===== config.mk =====
export PLATFORM = sky130hd
export DESIGN_NAME = vga_compositor
export DESIGN_NICKNAME = d
export VERILOG_FILES = /design/src/rtl/vga_compositor.sv
export SDC_FILE = /design/constraint.sdc
export NUM_CORES = 1
export LEC_CHECK = 0
export CAP_MARGIN = 20
export CORE_MARGIN = 5
export CORE_UTILIZATION = 25
export DETAILED_ROUTE_END_ITERATION = 8
export GPL_TIMING_DRIVEN = 0
export PLACE_DENSITY = 0.6
export SYNTH_ARGS = -nofsm -noshare
export SYNTH_HDL_FRONTEND = slang
export SYNTH_SLANG_ARGS = --single-unit

===== constraint.sdc =====
create_clock -name clk -period 5.42 [get_ports clk]
set_clock_uncertainty 0.05 [all_clocks]
set_input_delay 0.542 -clock clk [delete_from_list [all_inputs] [get_ports clk]]
set_output_delay 0.542 -clock clk [all_outputs]
set_load 0.005 [all_outputs]

===== src/rtl/vga_compositor.sv =====
`default_nettype none
// vga_compositor: VGA raster timing with priority-keyed layer compositing and pipeline-aligned syncs.
// Optional colour-bar test pattern is compiled in with VGA_COMPOSITOR_TESTPAT_EN.
module vga_compositor #(
  parameter int          H_ACTIVE   = 640,
  parameter int          H_FP       = 16,
  parameter int          H_SYNC     = 96,
  parameter int          H_BP       = 48,
  parameter int          V_ACTIVE   = 480,
  parameter int          V_FP       = 10,
  parameter int          V_SYNC     = 2,
  parameter int          V_BP       = 33,
  parameter int          PCLK_DIV   = 4,
  parameter int          N_LAYERS   = 3,
  parameter int          SRC_LAT    = 1,
  parameter logic [11:0] TRANSP_KEY = 12'hF0F,
  parameter logic [11:0] BG_COLOR   = 12'h000
) (
  input  logic                   clk,
  input  logic                   rst,
  input  logic [N_LAYERS-1:0]    layer_en,
  input  logic [12*N_LAYERS-1:0] layer_pixel,
  input  logic                   force_black,
`ifdef VGA_COMPOSITOR_TESTPAT_EN
  input  logic                   testpat_sel,
`endif
  output logic [9:0]             h_cnt,
  output logic [9:0]             v_cnt,
  output logic                   pix_tick,
  output logic                   frame_start,
  output logic                   hsync,
  output logic                   vsync,
  output logic                   valid,
  output logic [3:0]             vga_red,
  output logic [3:0]             vga_green,
  output logic [3:0]             vga_blue
);

  localparam int         H_TOTAL   = H_ACTIVE + H_FP + H_SYNC + H_BP;
  localparam int         V_TOTAL   = V_ACTIVE + V_FP + V_SYNC + V_BP;
  localparam int         DEPTH     = SRC_LAT + 1;
  localparam logic [9:0] H_LAST    = 10'(H_TOTAL - 1);
  localparam logic [9:0] V_LAST    = 10'(V_TOTAL - 1);
  localparam logic [9:0] H_ACT     = 10'(H_ACTIVE);
  localparam logic [9:0] V_ACT     = 10'(V_ACTIVE);
  localparam logic [9:0] HS_START  = 10'(H_ACTIVE + H_FP);
  localparam logic [9:0] HS_END    = 10'(H_ACTIVE + H_FP + H_SYNC);
  localparam logic [9:0] VS_START  = 10'(V_ACTIVE + V_FP);
  localparam logic [9:0] VS_END    = 10'(V_ACTIVE + V_FP + V_SYNC);
  localparam logic [3:0] TICK_LAST = 4'(PCLK_DIV - 1);

  logic [3:0] tick_cnt;
  logic [3:0] tick_nxt;

  always_comb tick_nxt = (tick_cnt == TICK_LAST) ? 4'd0 : tick_cnt + 4'd1;

  // Strobe is registered from the next count so it is high exactly while tick_cnt == TICK_LAST.
  always_ff @(posedge clk or negedge rst) begin
    if (!rst) begin
      tick_cnt <= '0;
      pix_tick <= 1'b0;
    end else begin
      tick_cnt <= tick_nxt;
      pix_tick <= (tick_nxt == TICK_LAST);
    end
  end

  always_ff @(posedge clk or negedge rst) begin
    if (!rst) begin
      h_cnt <= '0;
      v_cnt <= '0;
    end else if (pix_tick) begin
      if (h_cnt == H_LAST) begin
        h_cnt <= '0;
        v_cnt <= (v_cnt == V_LAST) ? 10'd0 : v_cnt + 10'd1;
      end else begin
        h_cnt <= h_cnt + 10'd1;
      end
    end
  end

  assign frame_start = pix_tick && (h_cnt == H_LAST) && (v_cnt == V_LAST);

  logic raw_hsync;
  logic raw_vsync;
  logic raw_valid;

  assign raw_hsync = !((h_cnt >= HS_START) && (h_cnt < HS_END));
  assign raw_vsync = !((v_cnt >= VS_START) && (v_cnt < VS_END));
  assign raw_valid = (h_cnt < H_ACT) && (v_cnt < V_ACT);

  logic [DEPTH-1:0] hs_pipe;
  logic [DEPTH-1:0] vs_pipe;
  logic [DEPTH-1:0] va_pipe;

  always_ff @(posedge clk or negedge rst) begin
    if (!rst) begin
      hs_pipe <= '1;
      vs_pipe <= '1;
      va_pipe <= '0;
    end else if (pix_tick) begin
      hs_pipe[0] <= raw_hsync;
      vs_pipe[0] <= raw_vsync;
      va_pipe[0] <= raw_valid;
      for (int i = 1; i < DEPTH; i++) begin
        hs_pipe[i] <= hs_pipe[i-1];
        vs_pipe[i] <= vs_pipe[i-1];
        va_pipe[i] <= va_pipe[i-1];
      end
    end
  end

  logic [11:0] sel_color;
  logic [11:0] color_q;

  // Walk from lowest priority upward so the lowest qualifying index wins.
  always_comb begin
    sel_color = BG_COLOR;
    for (int i = N_LAYERS - 1; i >= 0; i--) begin
      if (layer_en[i] && (layer_pixel[12*i +: 12] != TRANSP_KEY)) begin
        sel_color = layer_pixel[12*i +: 12];
      end
    end
  end

  always_ff @(posedge clk or negedge rst) begin
    if (!rst) begin
      color_q <= '0;
    end else if (pix_tick) begin
      color_q <= sel_color;
    end
  end

`ifdef VGA_COMPOSITOR_TESTPAT_EN
  localparam int BAR_W = (H_ACTIVE / 8 > 0) ? H_ACTIVE / 8 : 1;

  logic [9:0] bar_full;
  logic [2:0] raw_bar;
  logic [2:0] bar_pipe [DEPTH];

  assign bar_full = h_cnt / 10'(BAR_W);
  assign raw_bar  = (bar_full > 10'd7) ? 3'd7 : bar_full[2:0];

  // Bar index rides the sync pipeline so it lines up with the pixel being shown.
  always_ff @(posedge clk or negedge rst) begin
    if (!rst) begin
      for (int i = 0; i < DEPTH; i++) bar_pipe[i] <= '0;
    end else if (pix_tick) begin
      bar_pipe[0] <= raw_bar;
      for (int i = 1; i < DEPTH; i++) bar_pipe[i] <= bar_pipe[i-1];
    end
  end

  function automatic logic [11:0] bar_rgb(input logic [2:0] b);
    case (b)
      3'd0:    bar_rgb = 12'h000;
      3'd1:    bar_rgb = 12'hF00;
      3'd2:    bar_rgb = 12'h0F0;
      3'd3:    bar_rgb = 12'h00F;
      3'd4:    bar_rgb = 12'hFF0;
      3'd5:    bar_rgb = 12'h0FF;
      3'd6:    bar_rgb = 12'hF0F;
      default: bar_rgb = 12'hFFF;
    endcase
  endfunction
`endif

  logic [11:0] out_color;

  always_comb begin
    out_color = color_q;
`ifdef VGA_COMPOSITOR_TESTPAT_EN
    if (testpat_sel) out_color = bar_rgb(bar_pipe[DEPTH-1]);
`endif
    if (!va_pipe[DEPTH-1] || force_black) out_color = 12'h000;
  end

  assign hsync     = hs_pipe[DEPTH-1];
  assign vsync     = vs_pipe[DEPTH-1];
  assign valid     = va_pipe[DEPTH-1];
  assign vga_red   = out_color[11:8];
  assign vga_green = out_color[7:4];
  assign vga_blue  = out_color[3:0];

endmodule
`default_nettype wire


==> results.yml <==
drt:
  wl_per_cell_um: 15.2
  dr.pass1.iters: 6
  vias_per_cell: 4.73
  drtIter0Drc: 93
  vias: 2390
  route.detailed.drc: 0
  finalWirelength_mm: 7.68
  ant_nets: 0
global_routing:
  grt_pass1_vias: 2501
  grt_pass1_wl_mm: 12.8
  overflow: 0
  grt_max_degree: 30
  antenna_found_initial: 0
  track_usage_pct: 12.5
cells_and_area:
  diodes: 0
  fin_nets: 417
  syn2layout_area_growth_pct: 41.6
  finalCoreUtilization_pct: 36.0
  fin_area_sq_um: 3680
  drive_above_1_share_pct: 7.86
  final_cells: 505
  fill_cells: 1035
logic_synthesis:
  synth_edf_count: 0
  yosys.cell_types.count: 46
  synth_area_sq_um: 2600
  seq_area_frac_synth_pct: 41.6
  postSynthCellCount: 282
  synth_flop_cell: "dfrtp_1"
  yosys_warnings: 0
  async_flop_share_pct: 100
  ys_ff_latch: 43
  synth_nets: 331
  synth_area_per_cell_sq_um: 9.22
place:
  dp.cells: 497
  port-buffer-count: 78
  pre_cts_slack_ns: 2.64
  globalplace.congestion: 0.876
  dpl.hpwl_mm: 6.15
  placed_area_sq_um: 3570
floorplanning:
  rows: 37
  ios: 79
  initial_core_util_pct: 25.4
  die_w_um: 112
  die_area_sq_um: 12500
  core_area_sq_um: 10200
  die_h_um: 112
power_and_ir_drop:
  power.total_mw: 0.683
  powerDensity_nw_per_um2: 185
  vdd_ir_drop_max_mv: 0.0942
  p_leak_nw: 1.49
min_path:
  holdCritPathClass: "in2async"
sta:
  max_freq_mhz: 352
  slew_viol_final: 0
  max_slew_margin_pct: 66.6
  fin_crit_sh_pct: 52.5
  fin_setup_tns_ns: 0
  postLayoutSetupSlackWorst_ns: 2.58
  whs_ns: 0.0991
  worstMarginPinSlew_ns: 0.501
  grt_setup_unrepaired: "false"
  fin_crit_ns: 2.84
  report.final.hold_viol_count: 0
  setup_viol: 0
worst_setup_path:
  slowest_delay_ns: 0.52
  cp.arrival_ns: 2.25
  path_cells: "inv_1 -> ha_1 -> nor4bb_1 -> nand4_1 -> nor2_1 -> clkdlybuf4s50_1"
  required_ns: 4.83
  start_kind: "flip-flop"
  crit_slowest_cell: "clkdlybuf4s50_1"
  crit_fanout: 5
  path_delay_family: "simple AND/OR/NAND/NOR gates"
  crit_type: "reg2out"
  critPathBufInv: 2
  endpoint_kind: "output pin"
clock_tree:
  cts.path.max_buffers: 2
  cts.reportedPaths.clkPinSlew_ns: 0.10
  clock_latency_ns: 0.31
  cts_root_buf: "clkbuf_8"
  post_cts_resized: 0
  numCtsBuffers: 5
  cts_hold_buf: 0
  cts_setup_buffers: 0
  htree_num_levels: 2
  cts_tree: "built"
  clkSinkCount: 43
status:
  status: "completed"
job:
  max_cap_viol_count: 0
## final cells by class
class | count | area (sq um) | share of cell area [%]
multi-input cells | 201 | 1360 | 37.0
flip-flops and latches | 43 | 1080 | 29.4
repair buffers | 79 | 796 | 21.6
well taps | 136 | 170 | 4.62
inverters | 26 | 97.6 | 2.65
clock buffers | 5 | 68.8 | 1.87
plain buffers | 12 | 60.1 | 1.63
clock inverters | 3 | 46.3 | 1.26
## worst paths after layout
kind | start | end | slack, ns | depth (start not counted)
min in group clk | hs_pipe[0]$_DFFE_PN1P_ | hs_pipe[0]$_DFFE_PN1P_ | 0.44 | 2
worst max-delay path | v_cnt[0]$_DFFE_PN0P_ | frame_start | 2.58 | 6
max in group asynchronous | rst | vs_pipe[0]$_DFFE_PN1P_ | 4.67 | 2
worst min register to register | hs_pipe[0]$_DFFE_PN1P_ | hs_pipe[0]$_DFFE_PN1P_ | 0.44 | 2
worst min-delay path | rst | h_cnt[0]$_DFFE_PN0P_ | 0.1 | 1
worst max register to register | h_cnt[0]$_DFFE_PN0P_ | v_cnt[9]$_DFFE_PN0P_ | 3.47 | 6
## layer usage
metal,vias to the layer above,track usage [%],wire (um)
li1,1196,-,-
met1,1131,15.9,3420
met2,52,20.7,3790
met3,11,3.10,333
met4,0,3.93,131
met5,-,0,0
## sequential cells by signal, indices dropped and copies added, names as in the netlist
register,cells
hs_pipe,2
tick_cnt,4
vs_pipe,2
va_pipe,2
v_cnt,10
h_cnt,10
pix_tick,1
color_q,12
## power by group
group / switching (mW) / internal [mW]
Sequential: 0.00375 / 0.329
Combinational: 0.0380 / 0.0544
Clock: 0.119 / 0.139
## synthesized netlist by cell type, drive strengths merged, types with 3 or more instances
cell type  count  area share [%]
a211oi         4             1.2
a21oi         12             2.3
a311oi         4             1.3
and2          12             2.9
and3          11             2.6
and4           4             1.3
buf            6             1.4
clkbuf         6            0.87
dfrtp         39              38
dfstp          4             4.0
ha             7             3.4
inv           26             3.8
mux2           4             1.7
nand2         24             3.5
nand2b         9             2.2
nand3         17             3.3
nand4         10             3.0
nand4b         5             2.3
nor2          15             2.2
nor3           6             1.2
nor4           3            0.72
nor4bb         3             1.2
o21ai         12             2.3
o221ai         8             2.7
xnor2          7             2.4
## kinds of logic (layout without fill, tap and decap cells)
family	count (synthesis)	in the layout	share of synthesized area [%]
buffers and inverters	38	125	6.06
AO/OA/AOI/OAI	51	51	14.0
XOR/XNOR	9	9	3.03
AND/OR/NAND/NOR	129	129	29.8
multiplexers	5	5	2.12
adder cells (fa/ha/maj)	7	7	3.37
flip-flops	43	43	41.6
## layout by cell type, fill, tap and decap left out, types with 2 or more instances in the layout
cell / Yosys / final
and2_1: 12 / 12
nand3_1: 17 / 17
o21ai_0: 12 / 12
buf_2: 3 / 4
a31oi_1: 2 / 2
o31a_1: 2 / 2
nor2b_1: 2 / 2
nand4b_1: 4 / 4
clkbuf_8: 0 / 5
dfstp_2: 4 / 4
clkbuf_1: 6 / 6
a22o_1: 2 / 2
xor2_1: 2 / 2
inv_1: 26 / 26
and3_1: 11 / 11
o221ai_1: 8 / 8
dfrtp_1: 39 / 39
ha_1: 7 / 7
nand4bb_1: 2 / 2
a21oi_1: 12 / 12
xnor2_1: 7 / 7
nor4bb_1: 3 / 3
a311oi_1: 4 / 4
a211oi_1: 4 / 4
nor2_1: 15 / 15
clkdlybuf4s50_1: 0 / 77
nor3_1: 6 / 6
nor4_1: 3 / 3
and4_1: 4 / 4
nand2b_1: 9 / 9
buf_4: 3 / 3
mux2_2: 4 / 4
nand2_1: 24 / 24
nand4_1: 9 / 9
(Power assumes the default switching activity.)
